$ cat src/rtl/vga_pkg.sv
// Shared VGA timing, framebuffer address format and capture state encoding.
// Used by both the timing generator and the capture block.
package vga_pkg;

  localparam int unsigned H_VISIBLE_AREA = 640;
  localparam int unsigned H_FRONT_PORCH  = 16;
  localparam int unsigned H_SYNC_PULSE   = 96;
  localparam int unsigned H_BACK_PORCH   = 48;
  localparam int unsigned V_VISIBLE_AREA = 480;
  localparam int unsigned V_FRONT_PORCH  = 10;
  localparam int unsigned V_SYNC_PULSE   = 2;
  localparam int unsigned V_BACK_PORCH   = 33;
  localparam int unsigned PIXEL_DELAY    = 1;

  localparam int unsigned H_WHOLE_LINE  = H_VISIBLE_AREA + H_FRONT_PORCH + H_SYNC_PULSE + H_BACK_PORCH;
  localparam int unsigned V_WHOLE_FRAME = V_VISIBLE_AREA + V_FRONT_PORCH + V_SYNC_PULSE + V_BACK_PORCH;
  localparam int unsigned XS = H_SYNC_PULSE + H_FRONT_PORCH + PIXEL_DELAY;
  localparam int unsigned YS = V_SYNC_PULSE + V_FRONT_PORCH;

  localparam int unsigned X_W    = 11;
  localparam int unsigned Y_W    = 10;
  localparam int unsigned PIX_W  = 10;
  localparam int unsigned DATA_W = 8;

  // Framebuffer address: {py, px}
  typedef struct packed {
    logic [PIX_W-1:0] y;
    logic [PIX_W-1:0] x;
  } fb_addr_t;

  typedef enum logic [1:0] {
    SEARCH = 2'd0,
    CHECK  = 2'd1,
    LOCKED = 2'd2
  } cap_state_e;

endpackage

$ cat src/rtl/vga_capture_if.sv
// Video input pins plus framebuffer write port of the capture block.
interface vga_capture_if;
  import vga_pkg::*;

  logic              h_sync;
  logic              v_sync;
  logic [2:0]        red;
  logic [2:0]        green;
  logic [1:0]        blue;
  logic              wr_en;
  fb_addr_t          wr_addr;
  logic [DATA_W-1:0] wr_data;
  logic              locked;
  logic              frame_done;
  logic              sync_error;

  modport master (
    output h_sync, v_sync, red, green, blue,
    input  wr_en, wr_addr, wr_data, locked, frame_done, sync_error
  );

  modport slave (
    input  h_sync, v_sync, red, green, blue,
    output wr_en, wr_addr, wr_data, locked, frame_done, sync_error
  );
endinterface

$ cat src/rtl/vga_sync_edge.sv
// Registers one sync line and keeps the previous sample to flag fall/rise.
module vga_sync_edge (
  input  logic clk,
  input  logic rst,
  input  logic sync_in,
  output logic fall_c,
  output logic rise_c
);

  logic sample_q, sample_d;
  logic prev_q, prev_d;

  always_comb begin
    sample_d = sync_in;
    prev_d   = sample_q;
  end

  // Both flops idle high so no edge is seen straight out of reset
  always_ff @(posedge clk or posedge rst) begin
    if (rst) begin
      sample_q <= 1'b1;
      prev_q   <= 1'b1;
    end else begin
      sample_q <= sample_d;
      prev_q   <= prev_d;
    end
  end

  assign fall_c = prev_q & ~sample_q;
  assign rise_c = ~prev_q & sample_q;

endmodule

$ cat src/rtl/vga_capture.sv
// Recovers pixel coordinates from incoming VGA syncs, verifies one frame of
// timing, then writes every visible pixel into the framebuffer port.
module vga_capture
  import vga_pkg::*;
#(
  parameter int unsigned H_VIS   = H_VISIBLE_AREA,
  parameter int unsigned H_FP    = H_FRONT_PORCH,
  parameter int unsigned H_SYNC  = H_SYNC_PULSE,
  parameter int unsigned H_BP    = H_BACK_PORCH,
  parameter int unsigned V_VIS   = V_VISIBLE_AREA,
  parameter int unsigned V_FP    = V_FRONT_PORCH,
  parameter int unsigned V_SYNC  = V_SYNC_PULSE,
  parameter int unsigned V_BP    = V_BACK_PORCH,
  parameter int unsigned PIX_DLY = PIXEL_DELAY
) (
  input  logic          clk,
  input  logic          rst,
  vga_capture_if.slave  vid
);

  localparam int unsigned H_WHOLE = H_VIS + H_FP + H_SYNC + H_BP;
  localparam int unsigned V_WHOLE = V_VIS + V_FP + V_SYNC + V_BP;
  localparam int unsigned X_START = H_SYNC + H_FP + PIX_DLY;
  localparam int unsigned Y_START = V_SYNC + V_FP;

  logic              h_fall_c, h_rise_c, v_fall_c, v_rise_c;
  logic [X_W-1:0]    x_q, x_d;
  logic [Y_W-1:0]    y_q, y_d;
  logic [DATA_W-1:0] rgb_q, rgb_d;
  logic              frame_start_c, viol_c, vis_c;
  logic [PIX_W-1:0]  px_c, py_c;
  cap_state_e        state_q, state_d;
  logic              wr_en_q, wr_en_d;
  fb_addr_t          wr_addr_q, wr_addr_d;
  logic [DATA_W-1:0] wr_data_q, wr_data_d;
  logic              locked_q, locked_d;
  logic              frame_done_q, frame_done_d;
  logic              sync_error_q, sync_error_d;

  vga_sync_edge u_h_edge (
    .clk(clk), .rst(rst), .sync_in(vid.h_sync), .fall_c(h_fall_c), .rise_c(h_rise_c)
  );

  vga_sync_edge u_v_edge (
    .clk(clk), .rst(rst), .sync_in(vid.v_sync), .fall_c(v_fall_c), .rise_c(v_rise_c)
  );

  // Sample/line counters, both saturating at one past the last legal value
  always_comb begin
    rgb_d         = {vid.red, vid.green, vid.blue};
    frame_start_c = h_fall_c & v_fall_c;
    if (h_fall_c)                    x_d = '0;
    else if (x_q == X_W'(H_WHOLE))   x_d = x_q;
    else                             x_d = x_q + X_W'(1);
    if (frame_start_c)                             y_d = '0;
    else if (h_fall_c && (y_q != Y_W'(V_WHOLE)))   y_d = y_q + Y_W'(1);
    else                                           y_d = y_q;
  end

  always_comb begin
    viol_c = (h_fall_c && (x_q != X_W'(H_WHOLE - 1)))
          || (x_d == X_W'(H_WHOLE))
          || (h_rise_c && (x_d != X_W'(H_SYNC)))
          || (frame_start_c && (y_q != Y_W'(V_WHOLE - 1)))
          || (y_d == Y_W'(V_WHOLE))
          || (v_rise_c && h_fall_c && (y_d != Y_W'(V_SYNC)))
          || ((v_fall_c || v_rise_c) && !h_fall_c);
    vis_c  = (x_d >= X_W'(X_START)) && (x_d < X_W'(X_START + H_VIS))
          && (y_d >= Y_W'(Y_START)) && (y_d < Y_W'(Y_START + V_VIS));
    px_c   = PIX_W'(x_d - X_W'(X_START));
    py_c   = PIX_W'(y_d - Y_W'(Y_START));
  end

  always_ff @(posedge clk or posedge rst) begin
    if (rst) begin
      x_q   <= X_W'(H_WHOLE);
      y_q   <= Y_W'(V_WHOLE);
      rgb_q <= '0;
    end else begin
      x_q   <= x_d;
      y_q   <= y_d;
      rgb_q <= rgb_d;
    end
  end

  always_ff @(posedge clk or posedge rst) begin
    if (rst) state_q <= SEARCH;
    else     state_q <= state_d;
  end

  // A violation on a frame-start sample wins over CHECK -> LOCKED
  always_comb begin
    state_d = state_q;
    case (state_q)
      SEARCH:  if (frame_start_c) state_d = CHECK;
      CHECK:   if (viol_c) state_d = SEARCH;
               else if (frame_start_c) state_d = LOCKED;
      LOCKED:  if (viol_c) state_d = SEARCH;
      default: state_d = SEARCH;
    endcase
  end

  always_comb begin
    locked_d     = (state_d == LOCKED);
    wr_en_d      = locked_d && vis_c;
    sync_error_d = (state_q != SEARCH) && viol_c;
    frame_done_d = wr_en_d && (px_c == PIX_W'(H_VIS - 1)) && (py_c == PIX_W'(V_VIS - 1));
    wr_addr_d    = wr_addr_q;
    wr_data_d    = wr_data_q;
    if (wr_en_d) begin
      wr_addr_d.y = py_c;
      wr_addr_d.x = px_c;
      wr_data_d   = rgb_q;
    end
  end

  always_ff @(posedge clk or posedge rst) begin
    if (rst) begin
      wr_en_q      <= 1'b0;
      wr_addr_q    <= '0;
      wr_data_q    <= '0;
      locked_q     <= 1'b0;
      frame_done_q <= 1'b0;
      sync_error_q <= 1'b0;
    end else begin
      wr_en_q      <= wr_en_d;
      wr_addr_q    <= wr_addr_d;
      wr_data_q    <= wr_data_d;
      locked_q     <= locked_d;
      frame_done_q <= frame_done_d;
      sync_error_q <= sync_error_d;
    end
  end

  assign vid.wr_en      = wr_en_q;
  assign vid.wr_addr    = wr_addr_q;
  assign vid.wr_data    = wr_data_q;
  assign vid.locked     = locked_q;
  assign vid.frame_done = frame_done_q;
  assign vid.sync_error = sync_error_q;

endmodule

$ cat src/flat_wrapper.sv
// flat-port wrapper written by rule: the top's interface ports become plain ports
module vga_capture_flat import vga_pkg::*;
#(
  parameter int unsigned H_VIS   = H_VISIBLE_AREA,
  parameter int unsigned H_FP    = H_FRONT_PORCH,
  parameter int unsigned H_SYNC  = H_SYNC_PULSE,
  parameter int unsigned H_BP    = H_BACK_PORCH,
  parameter int unsigned V_VIS   = V_VISIBLE_AREA,
  parameter int unsigned V_FP    = V_FRONT_PORCH,
  parameter int unsigned V_SYNC  = V_SYNC_PULSE,
  parameter int unsigned V_BP    = V_BACK_PORCH,
  parameter int unsigned PIX_DLY = PIXEL_DELAY
)
  (clk, rst, vid_h_sync, vid_v_sync, vid_red, vid_green, vid_blue, vid_wr_en, vid_wr_addr, vid_wr_data, vid_locked, vid_frame_done, vid_sync_error);
  vga_capture_if vid_i ();
  input  logic clk;
  input  logic rst;
  input wire logic [$bits(vid_i.h_sync)-1:0] vid_h_sync;
  input wire logic [$bits(vid_i.v_sync)-1:0] vid_v_sync;
  input wire logic [$bits(vid_i.red)-1:0] vid_red;
  input wire logic [$bits(vid_i.green)-1:0] vid_green;
  input wire logic [$bits(vid_i.blue)-1:0] vid_blue;
  output wire logic [$bits(vid_i.wr_en)-1:0] vid_wr_en;
  output wire logic [$bits(vid_i.wr_addr)-1:0] vid_wr_addr;
  output wire logic [$bits(vid_i.wr_data)-1:0] vid_wr_data;
  output wire logic [$bits(vid_i.locked)-1:0] vid_locked;
  output wire logic [$bits(vid_i.frame_done)-1:0] vid_frame_done;
  output wire logic [$bits(vid_i.sync_error)-1:0] vid_sync_error;
  assign vid_i.h_sync = vid_h_sync;
  assign vid_i.v_sync = vid_v_sync;
  assign vid_i.red = vid_red;
  assign vid_i.green = vid_green;
  assign vid_i.blue = vid_blue;
  assign vid_wr_en = vid_i.wr_en;
  assign vid_wr_addr = vid_i.wr_addr;
  assign vid_wr_data = vid_i.wr_data;
  assign vid_locked = vid_i.locked;
  assign vid_frame_done = vid_i.frame_done;
  assign vid_sync_error = vid_i.sync_error;
  vga_capture #(.H_VIS(H_VIS), .H_FP(H_FP), .H_SYNC(H_SYNC), .H_BP(H_BP), .V_VIS(V_VIS), .V_FP(V_FP), .V_SYNC(V_SYNC), .V_BP(V_BP), .PIX_DLY(PIX_DLY)) u_core (.clk(clk), .rst(rst), .vid(vid_i));
endmodule
$ cat config.mk
export PLATFORM = sky130hd
export DESIGN_NAME = vga_capture_flat
export DESIGN_NICKNAME = d
export VERILOG_FILES = /design/src/rtl/vga_pkg.sv /design/src/rtl/vga_capture_if.sv /design/src/rtl/vga_sync_edge.sv /design/src/rtl/vga_capture.sv /design/src/flat_wrapper.sv
export SDC_FILE = /design/constraint.sdc
export NUM_CORES = 1
export LEC_CHECK = 0
export CAP_MARGIN = 20
export CORE_MARGIN = 2
export CORE_UTILIZATION = 30
export CTS_CLUSTER_SIZE = 8
export DETAILED_ROUTE_END_ITERATION = 16
export PLACE_DENSITY = 0.56
export REMOVE_ABC_BUFFERS = 1
export SKIP_CTS_REPAIR_TIMING = 1
export SYNTH_ARGS = -nofsm -noshare
export SYNTH_HDL_FRONTEND = slang
export SYNTH_SLANG_ARGS = --single-unit
$ cat constraint.sdc
create_clock -name clk -period 3.7 [get_ports clk]
set_clock_uncertainty 0.2 [all_clocks]
set_input_delay 0.74 -clock clk [delete_from_list [all_inputs] [get_ports clk]]
set_output_delay 0.74 -clock clk [all_outputs]
set_load 0.05 [all_outputs]
== After elaboration in Yosys (flattened, before gate mapping) ==
Index checks and enable logic that the tools add are counted.
Word-level totals
  bits of input ports: 12
  word-level logic and storage cells: 78
  flip-flop bits (word level): 67
Operators by class
  bitwise gates (word level): 9
  eq/ne operators: 13
  multiplexer cells: 9
  reductions and logical operators: 24
  add/subtract/negate cells: 4
  magnitude comparators: 4
Operators by type and width (count)
  11-bit by 10-bit == test with 1-bit output, second input constant: 2
  11-bit 2-to-1 mux: 2
  10-bit == test, second input constant: 2
  10-bit 2-to-1 mux: 2
  10-bit inequality test, second input constant: 2
  1-bit logical AND: 14
  11-bit by 1-bit adder with 11-bit output, second input constant: 1
  11-bit by 7-bit >= comparator with 1-bit output, second input constant: 1
  11-bit by 10-bit < comparator with 1-bit output, second input constant: 1
  11-bit by 10-bit inequality test with 1-bit output, second input constant: 1
  11-bit by 7-bit inequality test with 1-bit output, second input constant: 1
  10-bit by 1-bit adder with 10-bit output, second input constant: 1
  10-bit by 9-bit == test with 1-bit output, second input constant: 1
  10-bit by 4-bit >= comparator with 1-bit output, second input constant: 1
  10-bit by 9-bit < comparator with 1-bit output, second input constant: 1
  10-bit by 2-bit inequality test with 1-bit output, second input constant: 1
  10-bit by 4-bit subtractor with 10-bit output, second input constant: 1
  10-bit by 7-bit subtractor with 10-bit output, second input constant: 1
  2-bit 2-to-1 mux: 4
  1-bit logical OR: 7
  2-bit case mux with 3 select lines: 1
  1-bit bitwise AND: 5
  2-bit == test, second input constant: 2
  1-bit NOT: 4
  other kinds (4): 4

== Depth between registers and ports, before layout ==
  word-level depth: 16
  gate-level depth with buffers: 15
  depth with buffers taken out: 14

== Modules after synthesis ==
From an unflattened synthesis, not the netlist that was laid out.
Second synthesis, totals
  cell total of the unflattened synthesis: 357
  area total of the unflattened synthesis: 3776.1 sq um
By module, submodules not included
  vga_capture: area an instance 3633.5 sq um, instances 1, cells an instance 347
  vga_sync_edge: area an instance 71.3 sq um, instances 2, cells an instance 5

== Worst setup path after synthesis ==
No wires, ideal clock.
  path kind: reg-to-reg
  start: register u_core.x_q[0]
  end: register u_core.wr_addr_q (netlist bit u_core.vid.wr_addr[10])
  clock period less this slack: 3.648 ns
  setup time: 0.125 ns
  data arrival time: 3.323 ns
  slack: 0.052 ns
  stages on the path, launching flop included: 15
  cell sequence: dfrtp_1 -> inv_1 -> ha_1 -> nor3b_1 -> nand3_1 -> a21oi_1 -> or2_2 -> ha_1 -> nand3_1 -> or4_1 -> o21ai_1 -> o311ai_1 -> or4_4 -> buf_6 -> mux2_4
Between the ends
  word-level cells in the longest chain between the ends: 14
  elaborated cells on any way between the ends: 25
  those cells by class: add/sub: 1; order compare: 2; eq/ne: 5; mux: 5; reduce/logical: 12
Ends and longest elaborated chain
  start: declaration: line vga_capture.sv:27  | logic [X_W-1:0] x_q, x_d;
  start signal: assignment: line vga_capture.sv:76  | x_q <= X_W'(H_WHOLE);
  11-bit by 1-bit adder with 11-bit output or 11-bit by 10-bit == test with 1-bit output (tied branches): line vga_capture.sv:54, vga_capture.sv:53
  11-bit 2-to-1 mux: line vga_capture.sv:53  | else if (x_q == X_W'(H_WHOLE)) x_d = x_q;
  11-bit 2-to-1 mux: line vga_capture.sv:52  | if (h_fall_c) x_d = '0;
  11-bit by 10-bit == test with 1-bit output or 11-bit by 7-bit inequality test with 1-bit output (tied branches): line vga_capture.sv:62, vga_capture.sv:63
  1-bit logical OR or 1-bit logical AND (tied branches): line vga_capture.sv:62, vga_capture.sv:63
  1-bit logical OR: line vga_capture.sv:63  | || (h_rise_c && (x_d != X_W'(H_SYNC)))
  1-bit logical OR: line vga_capture.sv:64  | || (frame_start_c && (y_q != Y_W'(V_WHOLE - 1)))
  1-bit logical OR: line vga_capture.sv:65  | || (y_d == Y_W'(V_WHOLE))
  1-bit logical OR: line vga_capture.sv:66  | || (v_rise_c && h_fall_c && (y_d != Y_W'(V_SYNC)))
  1-bit logical OR: line vga_capture.sv:67  | || ((v_fall_c || v_rise_c) && !h_fall_c);
  2-bit 2-to-1 mux, on equally long branches: line vga_capture.sv:98, vga_capture.sv:96
  2-bit case mux with 3 select lines: line vga_capture.sv:94  | case (state_q)
  2-bit == test: line vga_capture.sv:104  | locked_d = (state_d == LOCKED);
  1-bit logical AND (*): line vga_capture.sv:105  | wr_en_d = locked_d && vis_c;
  end signal: assignment: line vga_capture.sv:127  | wr_addr_q <= wr_addr_d;
  end: declaration: line vga_capture.sv:34  | fb_addr_t wr_addr_q, wr_addr_d;
Every way passes the cells marked *; elsewhere a longest branch is shown, timed or not.
A chain may end at the register's enable or synchronous reset.

== Final worst setup path ==
  start: register u_core.x_q[9]
  end: register u_core.wr_data_q[2] (netlist: u_core.vid.wr_data[2])
Between the ends
  word-level cells in the longest chain between the ends: 14
  elaborated cells on any way between the ends: 25
  those cells by class: add/sub: 1; order compare: 2; eq/ne: 5; mux: 5; reduce/logical: 12
Ends and longest elaborated chain
  11-bit by 1-bit adder with 11-bit output or 11-bit by 10-bit == test with 1-bit output (tied branches): line vga_capture.sv:54, vga_capture.sv:53
  11-bit 2-to-1 mux: line vga_capture.sv:53
  11-bit 2-to-1 mux: line vga_capture.sv:52
  11-bit by 10-bit == test with 1-bit output or 11-bit by 7-bit inequality test with 1-bit output (tied branches): line vga_capture.sv:62, vga_capture.sv:63
  1-bit logical OR or 1-bit logical AND (tied branches): line vga_capture.sv:62, vga_capture.sv:63
  1-bit logical OR: line vga_capture.sv:63
  1-bit logical OR: line vga_capture.sv:64
  1-bit logical OR: line vga_capture.sv:65
  1-bit logical OR: line vga_capture.sv:66
  1-bit logical OR: line vga_capture.sv:67
  2-bit 2-to-1 mux, on equally long branches: line vga_capture.sv:98, vga_capture.sv:96
  2-bit case mux with 3 select lines: line vga_capture.sv:94
  2-bit == test: line vga_capture.sv:104
  1-bit logical AND (*): line vga_capture.sv:105
  end signal: assignment: line vga_capture.sv:128  | wr_data_q <= wr_data_d;
  end: declaration: line vga_capture.sv:35  | logic [DATA_W-1:0] wr_data_q, wr_data_d;
Marks and branches as above.

==> results.json <==
{
  "status": "complete, no violations",
  "holdCritPathClass": "reg -> reg",
  "yosys-top-cells-area": "dfrtp_1 (37%), mux2_4 (10%), dfstp_2 (7.7%)",
  "initial_core_util_pct": 30.93,
  "worstSetupStartpointType": "flop",
  "path_class": "reg -> reg",
  "hpwl_um": 7016,
  "async_flop_share_pct": 100.0,
  "fmax_ghz": 0.2745,
  "routed_via_density": 4.943,
  "reg2reg_slack_ns": 0.06,
  "syn_area_mm2": 0.003746,
  "hold_viol": 0,
  "p_per_area_mw_per_mm2": 406.8,
  "setup_viol": 0,
  "final_area_mm2": 0.005046,
  "pre_cts_ws_ns": 0.03022,
  "port_buffers": 43,
  "die_h_um": 115.7,
  "reg2reg_from": "u_core.x_q[9]",
  "vias": 2961,
  "cts_buffer_depth": 2,
  "ant_nets": 0,
  "antenna_found_initial": 0,
  "num_rows": 40,
  "path_max_fanout": 7,
  "rsz0062_at_grt": "true",
  "setup_tns_ns": 0,
  "areaGrowthSynthToFinish_pct": 34.70,
  "cts_made_buffers": 9,
  "post-route-drc-count": 0,
  "syn_inst": 345,
  "synth_ff_type": "dfrtp_1",
  "slowest_delay_ns": 0.61,
  "synth_top_area_share_pct": 37.41,
  "fin_crit_ns": 3.643,
  "core_mm2": 0.01211,
  "finalNonFillerCells": 599,
  "dr.pass1.iters": 4,
  "pin_count": 44,
  "cts_sinks": 67,
  "min_period_over_period_pct": 98.46,
  "gr-usage-met1_pct": 20.31,
  "max_slew_margin_pct": 55.93,
  "cts_tree": "yes",
  "report.final.slew_viol_count": 0,
  "clkLatencyLatePin_ns": 0.32,
  "worstMarginPinSlew_ns": 0.6601,
  "worst_ep_required_time_ns": 3.71,
  "leakagePower_nw": 2.319,
  "die_w_um": 115.7,
  "crit_end": "u_core.vid.wr_data[2]",
  "grt_pass1_wl_um": 15300,
  "grt-ovfl-total": 0,
  "synth_cell_types": 64,
  "maxCapViolations": 0,
  "grt_pass1_vias": 2965,
  "met2_usage_pct": 23.12,
  "crit_path_top_delay_cell": "or4_4",
  "wirelength_um": 9677,
  "synth_edf_count": 0,
  "crit_start": "u_core.x_q[9]",
  "avgSynthCellArea_um2": 10.86,
  "setup_slack_ns": 0.05687,
  "place_inst": 577,
  "final_util_pct": 41.66,
  "clk_pin_slew_ns": 0.06,
  "grt_use_met3_pct": 3.400,
  "placed_cell_area_mm2": 0.004603,
  "die-area_mm2": 0.01340,
  "timing.reg2reg.worst_path_depth": 12,
  "cp.arrival_ns": 3.65,
  "root_buffer": "clkbuf_16",
  "htreeDepth": 3,
  "hold_ws_ns": 0.1840,
  "drtIter0Drc": 164,
  "synth_top_area_cell": "dfrtp_1",
  "gp_congestion": 0.8989,
  "end_kind": "flop",
  "min_path_cells": 0,
  "synth_seq_cells": 67,
  "crit_chain": "and3b_1, nand3_2, xnor2_2, nand2_2, ha_4, nand3_2, or4_4, o21ai_2, o311ai_2, or4_4, clkbuf_16, mux2_4",
  "peakVddDrop_mv": 0.2302,
  "grt_max_degree": 38,
  "antenna_cells": 0,
  "grt.busiest_layer": "met2",
  "grt_use_total_pct": 14.72,
  "r2r_end": "u_core.vid.wr_data[2]",
  "power.total_mw": 2.053,
  "drive_above_1_share_pct": 28.31,
  "layout.nets": 451,
  "yosysWarnings": 0,
  "wl_per_cell_um": 16.16,
  "yosysSeqAreaShare_pct": 45.12
}
==> power breakdown <==
group / internal [mW] / leakage [nW] / switching, mW
Clock: 0.523 / 0.143 / 0.320
Sequential: 0.773 / 0.872 / 0.0376
Combinational: 0.174 / 1.30 / 0.225
==> cell usage after synthesis (4+ instances only) <==
master    number
clkbuf_1       8
nor4_1         4
dfrtp_1       56
a211oi_1       4
nand2b_1       4
nor2_1        24
inv_1         26
mux2_4        25
o21ai_0       10
a21oi_1        7
buf_6          4
dfstp_2       11
and4_1         4
xor2_1        13
nand2_1       19
nand3_1        9
xnor2_1       12
o211ai_1       4
nor3_1        12
nand4_1        9
ha_1          13
==> how the worst min path moves through the flow <==
stage | startpoint | end | slack, ns
floorplan | u_core.u_v_edge.prev_d | u_core.u_v_edge.prev_q | 0.16
global placement | u_core.u_v_edge.prev_d | u_core.u_v_edge.prev_q | 0.17
detailed placement | u_core.u_v_edge.prev_d | u_core.u_v_edge.prev_q | 0.18
CTS | u_core.u_v_edge.prev_d | u_core.u_v_edge.prev_q | 0.18
global route | u_core.u_v_edge.prev_d | u_core.u_v_edge.prev_q | 0.19
finish | u_core.u_v_edge.prev_d | u_core.u_v_edge.prev_q | 0.18
==> registers in the layout, indices dropped and copies added, names as in the netlist, 2 cells and up <==
| signal | count |
|---|---|
| u_core.x_q | 11 |
| u_core.vid.wr_addr | 20 |
| u_core.vid.wr_data | 8 |
| u_core.state_q | 2 |
| u_core.y_q | 10 |
| u_core.rgb_q | 8 |
==> kinds of logic (layout without fill, tap and decap cells) <==
family / Yosys count / after routing / synth area share [%]
flip-flops: 67 / 67 / 45.12
multiplexers: 30 / 30 / 11.42
AND/OR/NAND/NOR: 118 / 118 / 18.64
AO/OA/AOI/OAI: 52 / 52 / 9.787
buffers and inverters: 40 / 126 / 4.843
XOR/XNOR: 25 / 25 / 5.845
adder cells (fa/ha/maj): 13 / 13 / 4.342
==> worst max-delay path, delay by kind of cell, from the launching register on <==
family,cells,cell delay [ns]
AND/OR/NAND/NOR,6,1.62
flip-flops,1,0.59
multiplexers,1,0.29
adder cells (fa/ha/maj),1,0.15
XOR/XNOR,1,0.19
AO/OA/AOI/OAI,2,0.28
buffers and inverters,1,0.20
==> layout make-up <==
type	count	area, µm²
clock inverters	6	65.06
repair buffers	84	793.3
fillers	1182	7066
multi-input cells	238	1961
inverters	26	97.59
clock buffers	10	229.0
flip-flops and latches	67	1690
well taps	168	210.2
==> placed cells by master, fill, tap and decap left out, types with 6 or more instances in the layout <==
cell,count
nor2_1,24
inv_1,23
nand3_1,7
xnor2_1,11
mux2_4,25
clkbuf_16,10
clkdlybuf4s50_1,43
nand4_1,9
ha_1,10
dfrtp_1,56
o21ai_0,10
a21oi_1,6
xor2_1,13
buf_4,37
dfstp_2,11
nand2_1,18
nor3_1,12
==> per-layer routing <==
layer	routed length (µm)	share of wire (%)
met1	4503	47
met5	0	0
met3	499	5.2
met4	117	1.2
met2	4556	47
Note: power is estimated with default switching activity, not from simulation.
